<file path="config.mk">
export PLATFORM = sky130hd
export DESIGN_NAME = led_blink_sched
export DESIGN_NICKNAME = d
export VERILOG_FILES = /design/src/rtl/led_blink_sched.sv
export SDC_FILE = /design/constraint.sdc
export NUM_CORES = 1
export LEC_CHECK = 0
export CORE_MARGIN = 5
export CORE_UTILIZATION = 55
export CTS_BUF_LIST = sky130_fd_sc_hd__clkbuf_8
export CTS_CLUSTER_DIAMETER = 200
export DETAILED_ROUTE_END_ITERATION = 10
export PLACE_DENSITY = 0.78
export SYNTH_ARGS = -nofsm -noshare
export SYNTH_HDL_FRONTEND = slang
export SYNTH_SLANG_ARGS = --single-unit
</file>
<file path="constraint.sdc">
create_clock -name clk -period 2.5 [get_ports clk]
set_input_delay 0.375 -clock clk [delete_from_list [all_inputs] [get_ports clk]]
set_output_delay 0.375 -clock clk [all_outputs]
set_load 0.05 [all_outputs]
</file>
<file path="src/rtl/led_blink_sched.sv">
// Round-robin shared blink scheduler: grants one requester at a time and plays N ON/OFF blinks then a GAP.
// Optional LED_BLINK_SCHED_ABORT_EN adds an abort input that ends a running burst early.
module led_blink_sched #(
    parameter int unsigned NUM_REQ    = 4,
    parameter int unsigned ON_CYCLES  = 12500000,
    parameter int unsigned OFF_CYCLES = 12500000,
    parameter int unsigned GAP_CYCLES = 25000000
) (
    input  logic                 clk,
    input  logic                 rst,
    input  logic [NUM_REQ-1:0]   req,
    input  logic [4*NUM_REQ-1:0] count,
`ifdef LED_BLINK_SCHED_ABORT_EN
    input  logic                 abort,
`endif
    output logic [NUM_REQ-1:0]   ack,
    output logic [2:0]           owner,
    output logic                 busy,
    output logic                 done,
    output logic                 led
);

    localparam int unsigned MAX_ONOFF  = (ON_CYCLES > OFF_CYCLES) ? ON_CYCLES : OFF_CYCLES;
    localparam int unsigned MAX_PERIOD = (MAX_ONOFF > GAP_CYCLES) ? MAX_ONOFF : GAP_CYCLES;
    localparam int unsigned TW         = $clog2(MAX_PERIOD + 1);

    localparam logic [TW-1:0] ON_LAST  = TW'(ON_CYCLES - 1);
    localparam logic [TW-1:0] OFF_LAST = TW'(OFF_CYCLES - 1);
    localparam logic [TW-1:0] GAP_LAST = TW'(GAP_CYCLES - 1);

    typedef enum logic [1:0] {S_IDLE, S_ON, S_OFF, S_GAP} state_t;

    state_t              state, state_next;
    logic [TW-1:0]       timer, timer_next;
    logic [4:0]          remaining, remaining_next;
    logic [2:0]          rr_ptr, rr_ptr_next;
    logic                grant_valid;
    logic [2:0]          grant_idx;
    logic [3:0]          grant_cnt;
    logic                abort_now;
    logic [NUM_REQ-1:0]  ack_next;
    logic [2:0]          owner_next;
    logic                busy_next, done_next, led_next;

`ifdef LED_BLINK_SCHED_ABORT_EN
    assign abort_now = abort && (state != S_IDLE);
`else
    assign abort_now = 1'b0;
`endif

    // Search priority order rr_ptr, rr_ptr+1, ... wrapping at NUM_REQ; first pending wins.
    always_comb begin
        grant_valid = 1'b0;
        grant_idx   = '0;
        grant_cnt   = '0;
        for (int unsigned i = 0; i < NUM_REQ; i++) begin
            for (int unsigned j = 0; j < NUM_REQ; j++) begin
                if (!grant_valid && req[j] &&
                    ((j == 32'(rr_ptr) + i) || (j + NUM_REQ == 32'(rr_ptr) + i))) begin
                    grant_valid = 1'b1;
                    grant_idx   = 3'(j);
                    grant_cnt   = count[4*j +: 4];
                end
            end
        end
    end

    always_ff @(posedge clk) begin
        if (rst) begin
            state     <= S_IDLE;
            timer     <= '0;
            remaining <= '0;
            rr_ptr    <= '0;
            ack       <= '0;
            owner     <= '0;
            busy      <= 1'b0;
            done      <= 1'b0;
            led       <= 1'b0;
        end else begin
            state     <= state_next;
            timer     <= timer_next;
            remaining <= remaining_next;
            rr_ptr    <= rr_ptr_next;
            ack       <= ack_next;
            owner     <= owner_next;
            busy      <= busy_next;
            done      <= done_next;
            led       <= led_next;
        end
    end

    always_comb begin
        state_next     = state;
        timer_next     = timer;
        remaining_next = remaining;
        case (state)
            S_IDLE: begin
                if (grant_valid) begin
                    state_next     = S_ON;
                    timer_next     = '0;
                    remaining_next = (grant_cnt == 4'd0) ? 5'd16 : {1'b0, grant_cnt};
                end
            end
            S_ON: begin
                if (timer == ON_LAST) begin
                    state_next = S_OFF;
                    timer_next = '0;
                end else begin
                    timer_next = timer + TW'(1);
                end
            end
            S_OFF: begin
                if (timer == OFF_LAST) begin
                    timer_next = '0;
                    if (remaining > 5'd1) begin
                        remaining_next = remaining - 5'd1;
                        state_next     = S_ON;
                    end else begin
                        state_next = S_GAP;
                    end
                end else begin
                    timer_next = timer + TW'(1);
                end
            end
            S_GAP: begin
                if (timer == GAP_LAST) begin
                    state_next = S_IDLE;
                    timer_next = '0;
                end else begin
                    timer_next = timer + TW'(1);
                end
            end
            default: state_next = S_IDLE;
        endcase
        if (abort_now) begin
            state_next     = S_IDLE;
            timer_next     = '0;
            remaining_next = '0;
        end
    end

    // Registered outputs are driven from next-state so led/ack rise on the grant edge itself.
    always_comb begin
        ack_next    = '0;
        owner_next  = owner;
        rr_ptr_next = rr_ptr;
        if (state == S_IDLE && grant_valid) begin
            ack_next    = NUM_REQ'(1) << grant_idx;
            owner_next  = grant_idx;
            rr_ptr_next = (32'(grant_idx) == NUM_REQ - 1) ? 3'd0 : grant_idx + 3'd1;
        end
        led_next  = (state_next == S_ON);
        busy_next = (state_next != S_IDLE);
        done_next = (state != S_IDLE) && (state_next == S_IDLE);
    end

endmodule

</file>
==> impl_summary.txt, run 1 <==
----------------------------------------------------
[Synth]
  Top cell type by total area after synthesis ... sky130_fd_sc_hd__dfxtp_1
  Synth Area per Inst ... between 7 and 8 sq um
  Most common flop cell mapped by yosys ... sky130_fd_sc_hd__dfxtp_1
  Multiplexer fraction of the synthesized cell area ... less than 1%
  Synth warn ... 0
  Synthesized instance count ... 391
  Synthesized flop and latch total ... 43
  Post-synth top area share ... 28.5%
  EDFF count, synth ... 0
  Share of synthesized area occupied by flip-flops and latches ... roughly 29%
  Ys async rst share ... 0%
  Simple-gate share of the synthesized area ... 30.4%
  Main combinational cell family by area after synthesis ... compound AO/OA/AOI/OAI gates
  Net count of the mapped netlist ... around 420
  Cells taking the most area after synthesis ... sky130_fd_sc_hd__dfxtp_1 (29%), sky130_fd_sc_hd__a21oi_1 (5.1%), sky130_fd_sc_hd__nand2_1 (4.6%)
  Count of different cell masters after synthesis ... between 70 and 80
  Share of the synthesized area in compound gates (AO/OA/AOI/OAI) ... between 30% and 40%
  XOR/XNOR share of the synthesized area ... 0%
  Synthesized area ... about 0.0030 sq mm
  Adder and majority cell fraction of the synthesized area ... roughly 3.3%

[GRT]
  Overall track demand over capacity in global routing ... 24.8%
  Met1 Track Usage GR ... a little under a third
  Vias in the first global route ... between 3k and 4k
  Number of antenna violations at the first check in global routing ... 0
  GRT met3 Usage ... under 10%
  Wire length of the first global-routing pass ... about 15,000 um
  Maximum number of pins on one net before global-route repair ... 45
  Remaining Overflow, GRT ... 0
  Most Used Layer, Global Route ... met2
  GR met2 Demand/Resource ... 41.6%

[STA]
  Clock skew ... between 0.01 and 0.015 ns
  Part of the cycle the worst path needs ... 91.4%
  Total count of hold-check failures in the final report ... 0
  Peak Freq ... roughly 0.44 GHz
  Measured slew at the worst slew-check pin ... just over 0.5 ns
  RSZ-0062 raised after global routing ... no
  Setup violations, final ... 0
  Period minus WS final ... roughly 2.3 ns
  Worst rel slew slack ... between 60% and 70%
  Final count of pins violating max slew ... 0

[Worst setup path]
  Type of the worst setup path ... reg -> reg
  Crit path max fanout ... 5
  Arrival time worst endpoint ... around 2.5 ns
  Sort of element at the start of the critical path ... register
  CP endpoint kind ... register
  Worst path max stage delay ... about 0.48 ns
  Slowest cell on the critical path ... sky130_fd_sc_hd__or4b_1
  List of cells traversed by the critical path ... ha_1, buf_4, and3_4, or3b_4, nor2_8, nand3_2, or4b_1, a21oi_1
  Endpoint required time on the critical path ... between 2 and 3 ns

[Place]
  Final estimated routing congestion in global placement ... roughly 0.92
  I/O Buffers ... 30
  Post-detail-place hpwl ... 6330 um

[Final layout]
  Leading cell types in the layout, fill and taps excluded ... sky130_fd_sc_hd__dfxtp_1 (42), sky130_fd_sc_hd__nand2_1 (37), sky130_fd_sc_hd__buf_4 (37)
  Register area ... roughly 860 sq um
  Number of diodes ... 0
  Relative area change from synthesis to final layout ... 22.7%
  Area of the multi-input gates ... roughly 0.002 sq mm
  Final-stage net count ... around 470
  Core occupancy in the finished layout ... around two thirds
  Most frequent standard cell in the layout excluding fill and tap cells ... sky130_fd_sc_hd__dfxtp_1
  Filler cells ... roughly 460
  Fraction of final layout cells sized beyond drive strength 1 ... roughly 15%

[CTS]
  Clock transition at the register clock pins on the worst setup and hold paths after CTS ... around 0.090 ns
  CTS Buf Count ... 5
  Maximum level of the CTS H-tree ... 2
  CTS tree ... yes
  Bufs on Longest Clock Path ... 2
  Setup bufs post-CTS ... 0
  Sink count of the clock tree ... 43
  Clock insertion delay at the later pin of the skew report ... 0.30 ns
  Clock Root Buffer ... sky130_fd_sc_hd__clkbuf_8

[Run]
  Maximum capacitance violations ... 0

[Routing]
  Mean routed wirelength per cell ... around 16 um
  Vias post-DR ... 3,242
  Via density per instance ... 6.31
  DRC errors left ... 0
  Final wirelength ... ~8400 um
  Antenna Nets Post-Route ... 0
  Initial DRC count ... roughly 320
  Detailed-router iteration count before antenna repair ... 6

[Power]
  Leakage Power ... approximately 1.3 nW
  Power per unit of standard cell area ... approximately 470 mW/mm^2
  Design Power ... between 1.5 and 2 mW
  Largest voltage drop on the vdd net ... 0.000372 V

[Run status]
  Status ... complete, no violations

[Hold path]
  Hold WC Path Type ... reg -> reg

[Die]
  Std-Cell Rows ... 27
  Ports ... 32
  Vertical die dimension ... about 84 um
  Die area ... a little over 0.007 sq mm
  Initial cell density of the core ... between 50% and 60%
  Width of the die ... 84.1 um
  Std-Cell Core Area ... roughly 0.0054 sq mm

----------------------------------------------------
==> synth_stat cells, types with 2 or more instances <==
cell type,count
sky130_fd_sc_hd__nor3b_1,5
sky130_fd_sc_hd__ha_1,8
sky130_fd_sc_hd__a211o_1,2
sky130_fd_sc_hd__and3_1,7
sky130_fd_sc_hd__a211oi_1,5
sky130_fd_sc_hd__nor2_1,34
sky130_fd_sc_hd__a32oi_1,3
sky130_fd_sc_hd__nor3_1,7
sky130_fd_sc_hd__and4b_1,2
sky130_fd_sc_hd__a21o_1,3
sky130_fd_sc_hd__a22o_1,2
sky130_fd_sc_hd__nand2_1,37
sky130_fd_sc_hd__o211ai_1,7
sky130_fd_sc_hd__or3_1,3
sky130_fd_sc_hd__inv_1,12
sky130_fd_sc_hd__o221a_2,2
sky130_fd_sc_hd__nand2b_1,4
sky130_fd_sc_hd__a41o_1,3
sky130_fd_sc_hd__a31o_2,3
sky130_fd_sc_hd__a41oi_1,3
sky130_fd_sc_hd__dfxtp_1,43
sky130_fd_sc_hd__a21oi_1,31
sky130_fd_sc_hd__a22oi_1,5
sky130_fd_sc_hd__o22ai_1,4
sky130_fd_sc_hd__buf_1,3
sky130_fd_sc_hd__nand4_1,3
sky130_fd_sc_hd__o21ai_0,20
sky130_fd_sc_hd__a31oi_1,10
sky130_fd_sc_hd__nand4b_1,2
sky130_fd_sc_hd__nor2b_1,8
sky130_fd_sc_hd__a221oi_1,2
sky130_fd_sc_hd__buf_6,2
sky130_fd_sc_hd__and4_1,2
sky130_fd_sc_hd__and2_1,4
sky130_fd_sc_hd__and3b_1,2
sky130_fd_sc_hd__a311oi_1,14
sky130_fd_sc_hd__nand3b_1,2
sky130_fd_sc_hd__buf_2,3
sky130_fd_sc_hd__and3_4,2
sky130_fd_sc_hd__o2111ai_1,2
sky130_fd_sc_hd__nand3_1,20
sky130_fd_sc_hd__clkbuf_1,17
sky130_fd_sc_hd__nor4b_1,6
sky130_fd_sc_hd__nor4_1,4
==> worst max-delay path, delay by kind of cell (launching register included) <==
family                     cells  cell delay, ns
adders and majority gates      1            0.20
AOI/OAI and AO/OA              1            0.16
and+or+nand+nor                5            1.36
DFF                            1            0.38
buffers and inverters          1            0.13
==> flip-flops by register name (all words and copies together), names as in the netlist <==
name	flops
timer	25
remaining	5
ack	4
owner	2
rr_ptr	2
state	2
busy	1
done	1
led	1
==> metal layers <==
layer,vias up,share of wire (%)
li1,1598,-
met1,1519,43
met2,109,50
met3,16,5.1
met4,0,2.1
met5,-,0
==> through the flow <==
step | std cells | hold slack [ns] | instance area (sq um) | setup TNS, ns | setup slack, ns
floorplan | 391 | 0.440 | 3020 | 0 | 0.390
global placement | 506 | 0.467 | 3600 | -0.0602 | -0.0573
detailed placement | 506 | 0.472 | 3600 | -0.0657 | -0.0433
CTS | 514 | 0.488 | 3700 | 0 | 0.0702
global route | 514 | 0.529 | 3700 | 0 | 0.0182
finish | 514 | 0.487 | 3700 | 0 | 0.214
==> timing repair <==
action / 4_1_cts / 5_1_grt
setup endpoints to repair: 0 / 13
resized for setup: 0 / 3
hold buffers: 0 / 0
==> final timing paths <==
path | to | cells after the start | from | slack [ns]
setup / recovery | timer[24]$_SDFFE_PP0P_ | 8 | timer[0]$_SDFFE_PP0P_ | 0.21
hold / removal | timer[21]$_SDFFE_PP0P_ | 1 | timer[21]$_SDFFE_PP0P_ | 0.49
setup reg to reg | timer[24]$_SDFFE_PP0P_ | 8 | timer[0]$_SDFFE_PP0P_ | 0.21
hold reg to reg | timer[21]$_SDFFE_PP0P_ | 1 | timer[21]$_SDFFE_PP0P_ | 0.49
==> where the power goes <==
group / switching [mW] / internal [mW]
clock: 0.253 / 0.226
sequential: 0.0342 / 0.716
combinational: 0.290 / 0.229
total: 0.578 / 1.17
==> cell type report <==
| class | instances | area share (%) |
|---|---|---|
| multi-input combinational | 310 | 54.0 |
| sequential | 43 | 23.3 |
| timing repair buffer | 69 | 16.5 |
| tap | 72 | 2.43 |
| clock buffer | 6 | 2.23 |
| inverter | 12 | 1.22 |
| clock inverter | 2 | 0.439 |
==> cell families after synthesis <==
family	after synthesis
simple gates	164
compound gates	136
flops	43
buf+inv	38
fa+ha+maj	8
mux	1
other cells	1
Note: power is estimated with default switching activity, not from simulation.
==> inputs of run 2 (changes only) <==
--- a/config.mk
+++ b/config.mk
@@ -5,10 +5,12 @@
 export SDC_FILE = /design/constraint.sdc
 export NUM_CORES = 1
 export LEC_CHECK = 0
+export CORE_ASPECT_RATIO = 1.5
 export CORE_MARGIN = 5
 export CORE_UTILIZATION = 55
 export CTS_BUF_LIST = sky130_fd_sc_hd__clkbuf_8
 export CTS_CLUSTER_DIAMETER = 200
+export CTS_CLUSTER_SIZE = 12
 export DETAILED_ROUTE_END_ITERATION = 10
 export PLACE_DENSITY = 0.78
 export SYNTH_ARGS = -nofsm -noshare
==> constraint.sdc (replaced) <==
create_clock -name clk -period 2.9 [get_ports clk]
set_input_delay 0.435 -clock clk [delete_from_list [all_inputs] [get_ports clk]]
set_output_delay 0.435 -clock clk [all_outputs]
set_load 0.05 [all_outputs]
==> impl_summary.txt, run 2 (synthesis results as in run 1) <==
----------------------------------------------------
[Run status]
  Status ... complete, no violations

[Worst setup path]
  Sort of element at the start of the critical path ... register
  Worst path max stage delay ... between 0.5 and 0.6 ns
  Arrival time worst endpoint ... about 2.7 ns
  CP endpoint kind ... register
  Endpoint required time on the critical path ... between 3 and 4 ns
  List of cells traversed by the critical path ... ha_1, and3_2, nand4b_1, o41ai_2, a21o_1, nor2_1, a31oi_1, a311oi_1
  Buf+Inv Stages, Crit Path ... 0
  Slowest cell on the critical path ... sky130_fd_sc_hd__a21o_1
  Crit path max fanout ... 15
  Largest delay share family, worst path ... compound AO/OA/AOI/OAI gates
  Type of the worst setup path ... reg -> reg

[STA]
  Measured slew at the worst slew-check pin ... about 0.88 ns
  Clock skew ... about 0.0053 ns
  Total count of hold-check failures in the final report ... 0
  Final count of pins violating max slew ... 0
  Worst Slack Setup Final ... between 0.3 and 0.4 ns
  RSZ-0062 raised after global routing ... no
  Period minus WS final ... roughly 2.5 ns
  Setup violations, final ... 0
  Part of the cycle the worst path needs ... between 80 and 90%
  Setup TNS after final layout ... 0 ns
  Worst rel slew slack ... between 40% and 50%
  Peak Freq ... 0.400 GHz

[Die]
  Width of the die ... between 70 and 80 um
  Ports ... 32
  Std-Cell Core Area ... approximately 0.0054 sq mm
  Std-Cell Rows ... 33
  Initial cell density of the core ... between 50 and 60%
  Vertical die dimension ... approximately 100 um
  Die area ... around 0.007 sq mm

[GRT]
  Remaining Overflow, GRT ... 0
  Wire length of the first global-routing pass ... 14,500 um
  Number of antenna violations at the first check in global routing ... 0
  Vias in the first global route ... 3,138
  Overall track demand over capacity in global routing ... between 20% and 30%
  Maximum number of pins on one net before global-route repair ... 29

[Final layout]
  Register area ... 861 sq um
  Final-stage net count ... 447
  Relative area change from synthesis to final layout ... 15.7%
  Number of flip-flops under the largest register name ... 25
  Core occupancy in the finished layout ... between 60% and 70%
  Area of the multi-input gates ... ~0.0020 sq mm
  Number of diodes ... 0
  Fraction of final layout cells sized beyond drive strength 1 ... 9.81%
  Most frequent standard cell in the layout excluding fill and tap cells ... sky130_fd_sc_hd__dfxtp_1
  Regs by FF count ... timer: 25 flops, remaining: 5 flops, ack: 4 flops
  Leading cell types in the layout, fill and taps excluded ... sky130_fd_sc_hd__dfxtp_1 (43), sky130_fd_sc_hd__nand2_1 (37), sky130_fd_sc_hd__nor2_1 (34)
  Largest Register ... timer
  Filler cells ... approximately 500
  Final instance area ... about 0.0035 sq mm

[CTS]
  Sink count of the clock tree ... between 40 and 50
  Clock insertion delay at the later pin of the skew report ... approximately 0.3 ns
  Bufs on Longest Clock Path ... 2
  Maximum level of the CTS H-tree ... 2
  Hold Buf Count CTS ... 0
  CTS Buf Count ... 5
  Clock Root Buffer ... sky130_fd_sc_hd__clkbuf_8
  CTS tree ... yes
  Clock transition at the register clock pins on the worst setup and hold paths after CTS ... roughly 0.09 ns
  Post-cts gate resize count ... 0
  Setup bufs post-CTS ... 0

[Routing]
  Vias post-DR ... around 3.2k
  Initial DRC count ... roughly 220
  Uppermost metal layer occupied by signal nets ... met4
  Antenna Nets Post-Route ... 0
  Routed met2 length ... 4380 um
  DRC errors left ... 0
  Routed length on met1 ... approximately 3300 um
  Final wirelength ... 8450 um
  Mean routed wirelength per cell ... 17.3 um
  Met3 WL ... roughly 300 um
  Via density per instance ... 6.53
  Detailed-router iteration count before antenna repair ... 4

[Run]
  Maximum capacitance violations ... 0

[Place]
  DP Worst Slack ... about 0.17 ns
  Post-detail-place hpwl ... ~6400 um
  I/O Buffers ... 30
  Final estimated routing congestion in global placement ... approximately 0.98
  Placement-stage cell area ... between 0.003 and 0.004 sq mm

[Hold path]
  Hold WC Path Type ... reg -> reg

[Power]
  Largest voltage drop on the vdd net ... 0.000349 V
  Leakage Power ... about 1.2 nW
  Power per unit of standard cell area ... about 420 mW/mm^2
  Design Power ... roughly 1.5 mW

----------------------------------------------------
run 2: cell count changes in the layout (fill, tap and decap cells not counted), sizes merged:
cell / before / now
clkbuf: 6 / 5
clkinv: 1 / 2
buf: 39 / 15
run 2: worst paths after layout:
check | end | slack, ns | cells after the start | from
worst max-delay path | timer[11]$_SDFFE_PP0P_ | 0.40 | 8 | timer[0]$_SDFFE_PP0P_
worst min-delay path | timer[21]$_SDFFE_PP0P_ | 0.49 | 1 | timer[21]$_SDFFE_PP0P_
worst max register to register | timer[11]$_SDFFE_PP0P_ | 0.40 | 8 | timer[0]$_SDFFE_PP0P_
worst min register to register | timer[21]$_SDFFE_PP0P_ | 0.49 | 1 | timer[21]$_SDFFE_PP0P_
run 2: cell type report:
class	count	share of cell area [%]
flip-flops and latches	43	24.6
multi-input cells	310	57.1
clock buffers	5	1.97
clock inverters	3	0.716
repair buffers	45	11.8
well taps	70	2.51
inverters	12	1.29
run 2: metrics by stage:
stage	hold slack [ns]	cells
global route	0.518	488
CTS	0.494	488
detailed placement	0.473	480
finish	0.492	488
floorplan	0.440	391
global placement	0.463	480
run 2: power breakdown:
| group | internal (mW) | switching [mW] | total [mW] |
|---|---|---|---|
| combinational | 0.173 | 0.244 | 0.417 |
| sequential | 0.617 | 0.0295 | 0.646 |
| clock | 0.172 | 0.227 | 0.399 |
run 2: worst register-to-register path: stages, from the launching register on:
cell and delay, ns:
sky130_fd_sc_hd__dfxtp_1 0.38, sky130_fd_sc_hd__ha_1 0.22, sky130_fd_sc_hd__and3_2 0.24, sky130_fd_sc_hd__nand4b_1 0.17
sky130_fd_sc_hd__o41ai_2 0.41, sky130_fd_sc_hd__a21o_1 0.53, sky130_fd_sc_hd__nor2_1 0.14, sky130_fd_sc_hd__a31oi_1 0.20
sky130_fd_sc_hd__a311oi_1 0.06
run 2: metal layers:
layer,up-vias,track usage (%)
li1,1553,-
met1,1516,26.4
met2,89,45.6
met3,31,3.69
met4,0,16.2
met5,-,0
